**config.mk**
```make
export PLATFORM = sky130hd
export DESIGN_NAME = wb_master
export DESIGN_NICKNAME = d
export VERILOG_FILES = /design/src/rtl/wb_pkg.sv /design/src/rtl/wb_lane_align.sv /design/src/rtl/wb_master.sv
export SDC_FILE = /design/constraint.sdc
export NUM_CORES = 1
export LEC_CHECK = 0
export CORE_MARGIN = 8
export CORE_UTILIZATION = 33
export CTS_CLUSTER_DIAMETER = 120
export DETAILED_ROUTE_END_ITERATION = 7
export GPL_TIMING_DRIVEN = 0
export PLACE_DENSITY_LB_ADDON = 0.12
export SLEW_MARGIN = 10
export SYNTH_ARGS = -nofsm -noshare
export SYNTH_HDL_FRONTEND = slang
export SYNTH_SLANG_ARGS = --single-unit
```
**constraint.sdc**
```tcl
create_clock -name clk_i -period 2.45 [get_ports clk_i]
set_input_delay 0.49 -clock clk_i [delete_from_list [all_inputs] [get_ports clk_i]]
set_output_delay 0.49 -clock clk_i [all_outputs]
set_load 0.005 [all_outputs]
```
**src/rtl/wb_pkg.sv**
```systemverilog
// Shared types and lane helpers for the Wishbone B4 classic initiator.
package wb_pkg;

  typedef enum logic [1:0] {
    SIZE_BYTE    = 2'b00,
    SIZE_HALF    = 2'b01,
    SIZE_WORD    = 2'b10,
    SIZE_ILLEGAL = 2'b11
  } size_e;

  typedef enum logic [1:0] {
    ST_IDLE    = 2'b00,
    ST_BUS     = 2'b01,
    ST_BACKOFF = 2'b10
  } state_e;

  function automatic logic [3:0] lane_sel(input size_e size, input logic [1:0] a);
    case (size)
      SIZE_BYTE: lane_sel = 4'b0001 << a;
      SIZE_HALF: lane_sel = 4'b0011 << a;
      SIZE_WORD: lane_sel = 4'b1111;
      default:   lane_sel = 4'b0000;
    endcase
  endfunction

  function automatic logic is_misaligned(input size_e size, input logic [1:0] a);
    case (size)
      SIZE_BYTE: is_misaligned = 1'b0;
      SIZE_HALF: is_misaligned = a[0];
      SIZE_WORD: is_misaligned = |a;
      default:   is_misaligned = 1'b1;
    endcase
  endfunction

endpackage

```
**src/rtl/wb_lane_align.sv**
```systemverilog
// Combinational store-data replication and load-data shift/extend.
module wb_lane_align
  import wb_pkg::*;
(
  input  size_e       i_wr_size,
  input  logic [31:0] i_wr_data,
  output logic [31:0] o_wr_data,
  input  size_e       i_rd_size,
  input  logic [1:0]  i_rd_addr_lo,
  input  logic        i_rd_unsigned,
  input  logic [31:0] i_rd_data,
  output logic [31:0] o_rd_data
);

  logic [31:0] w_shifted;

  assign w_shifted = i_rd_data >> {i_rd_addr_lo, 3'b000};

  always_comb begin
    o_wr_data = i_wr_data;
    case (i_wr_size)
      SIZE_BYTE: o_wr_data = {4{i_wr_data[7:0]}};
      SIZE_HALF: o_wr_data = {2{i_wr_data[15:0]}};
      default:   o_wr_data = i_wr_data;
    endcase
  end

  always_comb begin
    o_rd_data = w_shifted;
    case (i_rd_size)
      SIZE_BYTE: o_rd_data = {{24{~i_rd_unsigned & w_shifted[7]}}, w_shifted[7:0]};
      SIZE_HALF: o_rd_data = {{16{~i_rd_unsigned & w_shifted[15]}}, w_shifted[15:0]};
      default:   o_rd_data = w_shifted;
    endcase
  end

endmodule

```
**src/rtl/wb_master.sv**
```systemverilog
// Wishbone B4 classic single-access initiator with rty back-off and err handling.
// Optional bus watchdog enabled by defining WB_MASTER_TIMEOUT_EN.
module wb_master
  import wb_pkg::*;
#(
  parameter int unsigned MAX_RETRIES    = 3,
  parameter int unsigned TIMEOUT_CYCLES = 16
) (
  input  logic        clk_i,
  input  logic        rst_ni,
  input  logic        req_valid_i,
  output logic        req_ready_o,
  input  logic [31:0] req_addr_i,
  input  logic        req_we_i,
  input  logic [1:0]  req_size_i,
  input  logic        req_unsigned_i,
  input  logic [31:0] req_wdata_i,
  output logic        rsp_valid_o,
  output logic        rsp_err_o,
  output logic [31:0] rsp_rdata_o,
  output logic        cyc_o,
  output logic        stb_o,
  output logic [31:0] adr_o,
  output logic [3:0]  sel_o,
  output logic [31:0] dat_o,
  output logic        we_o,
  input  logic [31:0] dat_i,
  input  logic        ack_i,
  input  logic        err_i,
  input  logic        rty_i
);

  localparam int unsigned RetryW = (MAX_RETRIES < 1) ? 1 : $clog2(MAX_RETRIES + 1);

  state_e            r_state, w_next;
  logic [31:0]       r_adr, r_dat;
  logic [3:0]        r_sel;
  logic              r_we, r_unsigned;
  size_e             r_size;
  logic [1:0]        r_addr_lo;
  logic [RetryW-1:0] r_retry;
  logic              r_rsp_valid, r_rsp_err;
  logic [31:0]       r_rsp_rdata;

  size_e       w_req_size;
  logic        w_req_bad, w_retry_left, w_timeout;
  logic [31:0] w_wdata_rep, w_rdata_ext;

  assign w_req_size   = size_e'(req_size_i);
  assign w_req_bad    = is_misaligned(w_req_size, req_addr_i[1:0]);
  assign w_retry_left = (r_retry < RetryW'(MAX_RETRIES));

  wb_lane_align u_align (
    .i_wr_size     (w_req_size),
    .i_wr_data     (req_wdata_i),
    .o_wr_data     (w_wdata_rep),
    .i_rd_size     (r_size),
    .i_rd_addr_lo  (r_addr_lo),
    .i_rd_unsigned (r_unsigned),
    .i_rd_data     (dat_i),
    .o_rd_data     (w_rdata_ext)
  );

`ifdef WB_MASTER_TIMEOUT_EN
  localparam int unsigned TmoW = $clog2(TIMEOUT_CYCLES + 1);
  logic [TmoW-1:0] r_tmo;

  // Held at zero outside BUS so every (re-)strobe gets a fresh window
  always_ff @(posedge clk_i or negedge rst_ni) begin
    if (!rst_ni)                r_tmo <= '0;
    else if (r_state != ST_BUS) r_tmo <= '0;
    else                        r_tmo <= r_tmo + 1'b1;
  end

  assign w_timeout = (r_state == ST_BUS) && (r_tmo == TmoW'(TIMEOUT_CYCLES - 1));
`else
  assign w_timeout = 1'b0;
`endif

  always_ff @(posedge clk_i or negedge rst_ni) begin
    if (!rst_ni) r_state <= ST_IDLE;
    else         r_state <= w_next;
  end

  always_comb begin
    w_next = r_state;
    case (r_state)
      ST_IDLE: if (req_valid_i && !w_req_bad) w_next = ST_BUS;
      ST_BUS: begin
        if (err_i)                   w_next = ST_IDLE;
        else if (rty_i)              w_next = w_retry_left ? ST_BACKOFF : ST_IDLE;
        else if (ack_i || w_timeout) w_next = ST_IDLE;
      end
      ST_BACKOFF: w_next = ST_BUS;
      default:    w_next = ST_IDLE;
    endcase
  end

  // Response fields pulse for a single cycle; termination priority is err > rty > ack
  always_ff @(posedge clk_i or negedge rst_ni) begin
    if (!rst_ni) begin
      r_adr       <= '0;
      r_dat       <= '0;
      r_sel       <= '0;
      r_we        <= 1'b0;
      r_unsigned  <= 1'b0;
      r_size      <= SIZE_BYTE;
      r_addr_lo   <= '0;
      r_retry     <= '0;
      r_rsp_valid <= 1'b0;
      r_rsp_err   <= 1'b0;
      r_rsp_rdata <= '0;
    end else begin
      r_rsp_valid <= 1'b0;
      r_rsp_err   <= 1'b0;
      r_rsp_rdata <= '0;
      case (r_state)
        ST_IDLE: begin
          if (req_valid_i) begin
            if (w_req_bad) begin
              r_rsp_valid <= 1'b1;
              r_rsp_err   <= 1'b1;
            end else begin
              r_adr      <= {req_addr_i[31:2], 2'b00};
              r_sel      <= lane_sel(w_req_size, req_addr_i[1:0]);
              r_dat      <= w_wdata_rep;
              r_we       <= req_we_i;
              r_size     <= w_req_size;
              r_addr_lo  <= req_addr_i[1:0];
              r_unsigned <= req_unsigned_i;
              r_retry    <= '0;
            end
          end
        end
        ST_BUS: begin
          if (err_i) begin
            r_rsp_valid <= 1'b1;
            r_rsp_err   <= 1'b1;
          end else if (rty_i) begin
            if (w_retry_left) begin
              r_retry <= r_retry + 1'b1;
            end else begin
              r_rsp_valid <= 1'b1;
              r_rsp_err   <= 1'b1;
            end
          end else if (ack_i) begin
            r_rsp_valid <= 1'b1;
            if (!r_we) r_rsp_rdata <= w_rdata_ext;
          end else if (w_timeout) begin
            r_rsp_valid <= 1'b1;
            r_rsp_err   <= 1'b1;
          end
        end
        default: ;
      endcase
    end
  end

  assign req_ready_o = (r_state == ST_IDLE);
  assign cyc_o       = (r_state == ST_BUS);
  assign stb_o       = (r_state == ST_BUS);
  assign adr_o       = r_adr;
  assign sel_o       = r_sel;
  assign dat_o       = r_dat;
  assign we_o        = r_we;
  assign rsp_valid_o = r_rsp_valid;
  assign rsp_err_o   = r_rsp_err;
  assign rsp_rdata_o = r_rsp_rdata;

endmodule

```
# Word-level counts from Yosys, hierarchy flattened
# Cells that the tools add are included.
dict set report word_totals {
  register_bits 110
  out_inout_bits 106
}
dict set report op_classes {
  n_addsub 1
  n_lt_le_gt_ge 1
  n_eq_ne 12
  shifts 3
  n_mux 31
  n_bitwise 4
  n_reduce_logical 10
}
# op count
set ops {}
lappend ops {{$mux W32} 5}
lappend ops {{$pmux W32 S2} 2}
lappend ops {{$shr A32 B5 Y32} 1}
lappend ops {{$mux W2} 10}
lappend ops {{$pmux W4 S3} 1}
lappend ops {{$mux W1} 8}
lappend ops {{$eq A2 B1 Y1 const B} 3}
lappend ops {{$logic_not A2 Y1} 3}
lappend ops {{$ne A2 B1 Y1 const B} 3}
lappend ops {{$ne A2 B2 Y1 const B} 3}
lappend ops {{$pmux W2 S3} 1}
lappend ops {{$reduce_and A6 Y1} 1}
lappend ops {{$eq A2 B2 Y1 const B} 2}
lappend ops {{$ne A4 B1 Y1 const B} 1}
lappend ops {{$pmux W1 S2} 2}
lappend ops {{$pmux W2 S2} 1}
lappend ops {{$shl A1 B2 Y4 const A} 1}
lappend ops {{$shl A2 B2 Y4 const A} 1}
lappend ops {{$pmux W1 S3} 1}
lappend ops {{$reduce_and A3 Y1} 1}
lappend ops {{$add A2 B1 Y2 const B} 1}
lappend ops {{$and A1 B1 Y1} 2}
lappend ops {{$lt A2 B2 Y1 const B} 1}
lappend ops {{$not A1 Y1} 2}
lappend ops {{5 further kinds} 5}

# Logic depth before layout (Yosys ltp)
# Gate-level depths: netlist (run 1).
dict set report depth {
  word_depth 8
  depth_mapped 6
  ltp_nobuf 4
}

# Modules after synthesis
# Synthesis (run 1) repeated with hierarchy kept, for this count alone.
dict set report unflattened {
  cells_unflattened 435
  hier_area_um2 5670.4
}
# mod n_inst cells_per_inst area_each_um2 seq_area_each_um2
set modules_own_cells {}
lappend modules_own_cells {wb_master 1 279 4488.1 2752.6}
lappend modules_own_cells {wb_lane_align 1 156 1182.4 0.0}

# Worst setup path before layout (run 1)
# OpenSTA, ideal clock, no wires.
dict set report synth_path {
  kind {flip-flop to flip-flop}
  start {reg r_addr_lo[1]}
  end {reg r_rsp_rdata[24] (netlist: rsp_rdata_o[24])}
  setup_ns 0.137
  arrival_ns 1.751
  setup_slack_ns 0.562
  stages_incl_launch_ff 6
  n_path_buf 2
  period_less_slack_ns 1.888
  path_cell_list {dfrtp_1 > buf_6 > mux2_4 > a222oi_1 > buf_6 > o22ai_1}
}
dict set report synth_between {
  elab_chain_len 8
}
# element line
set synth_rtl {}
lappend synth_rtl {{from (decl)} wb_master.sv:40} ;# logic [1:0] r_addr_lo;
lappend synth_rtl {{from (signal assigned)} wb_master.sv:129} ;# r_addr_lo <= req_addr_i[1:0];
lappend synth_rtl {{$shr A32 B5 Y32 *} wb_lane_align.sv:17} ;# assign w_shifted = i_rd_data >> {i_rd_addr_lo, 3'b000};
lappend synth_rtl {{$and A1 B1 Y1, on equally long branches} {wb_lane_align.sv:32, wb_lane_align.sv:31}}
lappend synth_rtl {{$pmux W32 S2 *} wb_lane_align.sv:30} ;# case (i_rd_size)
lappend synth_rtl {{$mux W32 *} wb_master.sv:148} ;# if (!r_we) r_rsp_rdata <= w_rdata_ext;
lappend synth_rtl {{$mux W32 *} wb_master.sv:146} ;# end else if (ack_i) begin
lappend synth_rtl {{$mux W32 *} wb_master.sv:139} ;# end else if (rty_i) begin
lappend synth_rtl {{$mux W32 *} wb_master.sv:136} ;# if (err_i) begin
lappend synth_rtl {{$mux W32 *} wb_master.sv:117} ;# case (r_state)
lappend synth_rtl {{to (signal assigned)} wb_master.sv:148}
lappend synth_rtl {{to (decl)} wb_master.sv:43} ;# logic [31:0] r_rsp_rdata;
# Mark *: on every way between the ends. The rest lies on a longest branch, timed or not.
# A chain may end at the register's enable or synchronous reset.

# Worst setup path in the final report (run 1)
dict set report layout_path {
  start {in dat_i[31]}
  end {reg r_rsp_rdata[26] (netlist: rsp_rdata_o[26])}
}
dict set report layout_between {
  elab_chain_len 8
}
# element line
set layout_rtl {}
lappend layout_rtl {{from (decl)} wb_master.sv:27} ;# input logic [31:0] dat_i,
lappend layout_rtl {{$shr A32 B5 Y32 *} wb_lane_align.sv:17}
lappend layout_rtl {{$and A1 B1 Y1, on equally long branches} {wb_lane_align.sv:32, wb_lane_align.sv:31}}
lappend layout_rtl {{$pmux W32 S2 *} wb_lane_align.sv:30}
lappend layout_rtl {{$mux W32 *} wb_master.sv:148}
lappend layout_rtl {{$mux W32 *} wb_master.sv:146}
lappend layout_rtl {{$mux W32 *} wb_master.sv:139}
lappend layout_rtl {{$mux W32 *} wb_master.sv:136}
lappend layout_rtl {{$mux W32 *} wb_master.sv:117}
# Marked as above.

==> qor.txt, run 1 <==
TritonCTS Buffers: 9
P&R area growth vs syn: 52.21%
measured slew at the worst slew-check pin: 1.096 ns
mean post-synth cell area: 12.93 um^2
clk_skew: 0.004058 ns
share of cells above drive strength 1: 0.2231
largest net degree at the start of global routing: 74
critical path arrival: 2.52 ns
Final setup viols: 0
worst reg2reg path depth: 5
CTS tree: built
n_diodes: 0
Post-DP HPWL: 12,130 um
count of unique library cells instantiated by Yosys: 47
Multi-input gate area: 0.002086 mm^2
IO Pins: 212
Critical Path Sink: rsp_rdata_o[26]$_DFF_PN0_
global-route wire length before repair: 24,110 um
Critical Path RT: 2.66 ns
switching pwr: 1.599 mW
Synth async-reset ratio: 1.000
Max transition margin: 0.2692
Critical Path Sink Type: flip-flop
combinational share of power: 0.340
Max-Cap Viols: 0
Critical R2R Launch: r_addr_lo[1]$_DFFE_PN0P_
Tmin final: 2.309 ns
Non-Filler Instances: 802
status: finished, final reports clean
fraction of power consumed by sequential logic: 0.412
Resized Gates After CTS: 0
crit path from: dat_i[31]
worst hold-check path type: in -> async
H-tree levels: 3
postcts setup bufs: 0
DRT iter0 DRCs: 195
core area: 0.01503 mm^2
Post-Syn Area: 0.005030 mm^2
Slew Viols, Final: 0
antenna violations before repair: 0
I/O Buffers: 207
flops & latches, synth: 110
internal power: 4.132 mW
worst vdd ir: 0.3639 mV
initial cell density of the core: 0.3346
Synth Warn #: 0
reg2reg end: rsp_rdata_o[26]$_DFF_PN0_
Hold Fails Final Rpt: 0
vias in the first global route: 4,290
via count normalized by instance count: 4.898
Post-DRT Antenna Nets: 0
fill count: 1,327
die height: 139.5 um
width of the die: 139.5 um
Cells after Synth: 389
later-pin clock latency in the skew report: 0.35 ns
Final Util: 0.5093
register area: 0.002753 mm^2
total power: 5.732 mW
clock-pin slew on the worst setup and hold paths: 0.07 ns
GRT Total Usage: 0.1590
WHS: 0.03678 ns
leakage: 3.255 nW
Hold-fix buffers, CTS: 0
row count: 45
CP Class: in -> reg
clk buf depth: 2
Switching Share: 0.2791
Main synth FF type: dfrtp_1
placer congestion estimate: 0.7785
die area: 0.01945 mm^2
reg2reg setup slack: 0.19 ns
startpoint types: primary input
post-route clock period utilization: 0.9424
per-cell routed wire length: 19.40 um
root buffer cell: clkbuf_16
RSZ-0062 raised after global routing: no
DR pass1 iterations: 4
Routed WL: 15,560 um
DRC viols: 0
total number of vias: 3,928
total grt overflow: 0
pwr dens: 748.6 mW/mm^2
placed cell count: 786
Seq/Total Area, Yosys: 0.5473
EDFF count, synth: 0
Crit Path Max Fanout: 10
# nets final: 716
Sink Count: 110
Fmax achieved: 0.4331 GHz
clock power share: 0.247
==> cell families after synthesis <==
logic type / count (synthesis) / synth area share
adder cells (fa/ha/maj): 1 / 0.002487
buffers and inverters: 41 / 0.03881
other: 1 / 0.0007456
AND/OR/NAND/NOR: 46 / 0.04702
multiplexers: 124 / 0.2744
flip-flops: 110 / 0.5473
XOR/XNOR: 1 / 0.001742
AO/OA/AOI/OAI: 65 / 0.08757
==> sequential cells by signal (all words and copies together) (netlist names) <==
| register | flops |
|---|---|
| rsp_valid_o | 1 |
| adr_o | 30 |
| r_unsigned | 1 |
| r_addr_lo | 2 |
| r_state | 2 |
| r_size | 2 |
| we_o | 1 |
| rsp_err_o | 1 |
| rsp_rdata_o | 32 |
| dat_o | 32 |
| sel_o | 4 |
| r_retry | 2 |
==> critical path, cell delays in order <==
cell	delay, ns
clkdlybuf4s50_1	0.46
mux2_4	0.29
a222oi_1	0.95
buf_6	0.24
o22ai_1	0.09
==> synthesized netlist by cell type (all sizes together), types with 2 or more instances <==
cell type | n | area (um^2)
a21oi | 11 | 55.05
nor2 | 12 | 45.04
o21ai | 11 | 55.05
mux2 | 98 | 1107
nor2b | 6 | 37.54
o22ai | 16 | 100.1
clkbuf | 9 | 33.78
inv | 13 | 48.80
o211ai | 2 | 20.02
a32o | 2 | 20.02
buf | 19 | 112.6
a32oi | 8 | 70.07
dfrtp | 110 | 2753
and2 | 2 | 12.52
mux2i | 25 | 250.2
a211oi | 7 | 52.55
nand2 | 13 | 48.80
nand3 | 2 | 10.01
nor3 | 2 | 10.01
==> final cells by class <==
class                   count  area share
flip-flops and latches    110      0.3595
well taps                 188     0.03072
multi-input cells         239      0.2724
inverters                  13    0.006374
clock buffers              11     0.03301
clock inverters             5    0.004412
plain buffers              28     0.01912
repair buffers            208      0.2744
==> metal layers <==
layer  wire (um)  part of all wire  track usage
met1        6320              0.41       0.1802
met2        7491              0.48       0.2648
met5           0                 0            0
met4         249             0.016      0.05719
met3        1496             0.096      0.06532
==> worst min path at each step <==
stage | to | cells after the start | slack, ns
5_1_grt | rsp_rdata_o[30]$_DFF_PN0_ | 1 | 0.05
6_report | rsp_rdata_o[30]$_DFF_PN0_ | 1 | 0.04
2_1_floorplan | adr_o[10]$_DFFE_PN0P_ | 0 | 0.19
3_5_place_dp | rsp_rdata_o[30]$_DFF_PN0_ | 1 | 0.42
4_1_cts | rsp_rdata_o[30]$_DFF_PN0_ | 1 | 0.04
3_3_place_gp | dat_o[12]$_DFFE_PN0P_ | 1 | 0.48
==> stage by stage <==
step / area [um^2] / setup TNS [ns] / setup slack [ns]
floorplan: 5034 / 0 / 0.5619
global placement: 7341 / -399.41 / -3.509
detailed placement: 7370 / -16.25 / -0.2473
CTS: 7656 / 0 / 0.1300
global route: 7656 / 0 / 0.02999
finish: 7656 / 0 / 0.1412
==> power groups by stage <==
stage	clock network (mW)	registers [mW]	logic, mW
finish	1.42	2.36	1.95
global route	1.53	2.41	2.11
CTS	1.47	2.37	1.99
detailed placement	0	2.40	1.98
global placement	0	2.38	1.95
floorplan	0	2.41	0.814
==> cell usage in the layout, fill, tap and decap left out, types with 2 or more instances in the layout <==
master           synthesis  layout
clkbuf_1                 9       9
buf_2                   12      12
inv_1                   13      13
mux2i_1                 25      25
a211oi_1                 7       7
buf_4                    3       3
o22ai_1                 16      16
a21oi_1                 11      11
dfrtp_1                110     110
nor2_1                  12      12
clkbuf_8                 0       2
nor3_1                   2       2
buf_6                    2       3
nand3_1                  2       2
buf_1                    2       2
nor2b_1                  6       6
clkinv_2                 0       2
clkdlybuf4s50_1          0     206
mux2_2                  95      95
conb_1                   1       2
a32o_1                   2       2
mux2_1                   2       2
clkinvlp_4               0       2
clkbuf_16                0       9
nand2_1                 13      13
a32oi_1                  8       8
o21ai_0                 11      11
(Power assumes the default switching activity.)
==> run 2: changes to the inputs <==
--- a/config.mk
+++ b/config.mk
@@ -9,6 +9,7 @@
 export CORE_UTILIZATION = 33
 export CTS_CLUSTER_DIAMETER = 120
 export DETAILED_ROUTE_END_ITERATION = 7
+export GPL_ROUTABILITY_DRIVEN = 0
 export GPL_TIMING_DRIVEN = 0
 export PLACE_DENSITY_LB_ADDON = 0.12
 export SLEW_MARGIN = 10
==> results of run 2 <==
Same layout as run 1: the final DEF is identical, and so are final timing and power.
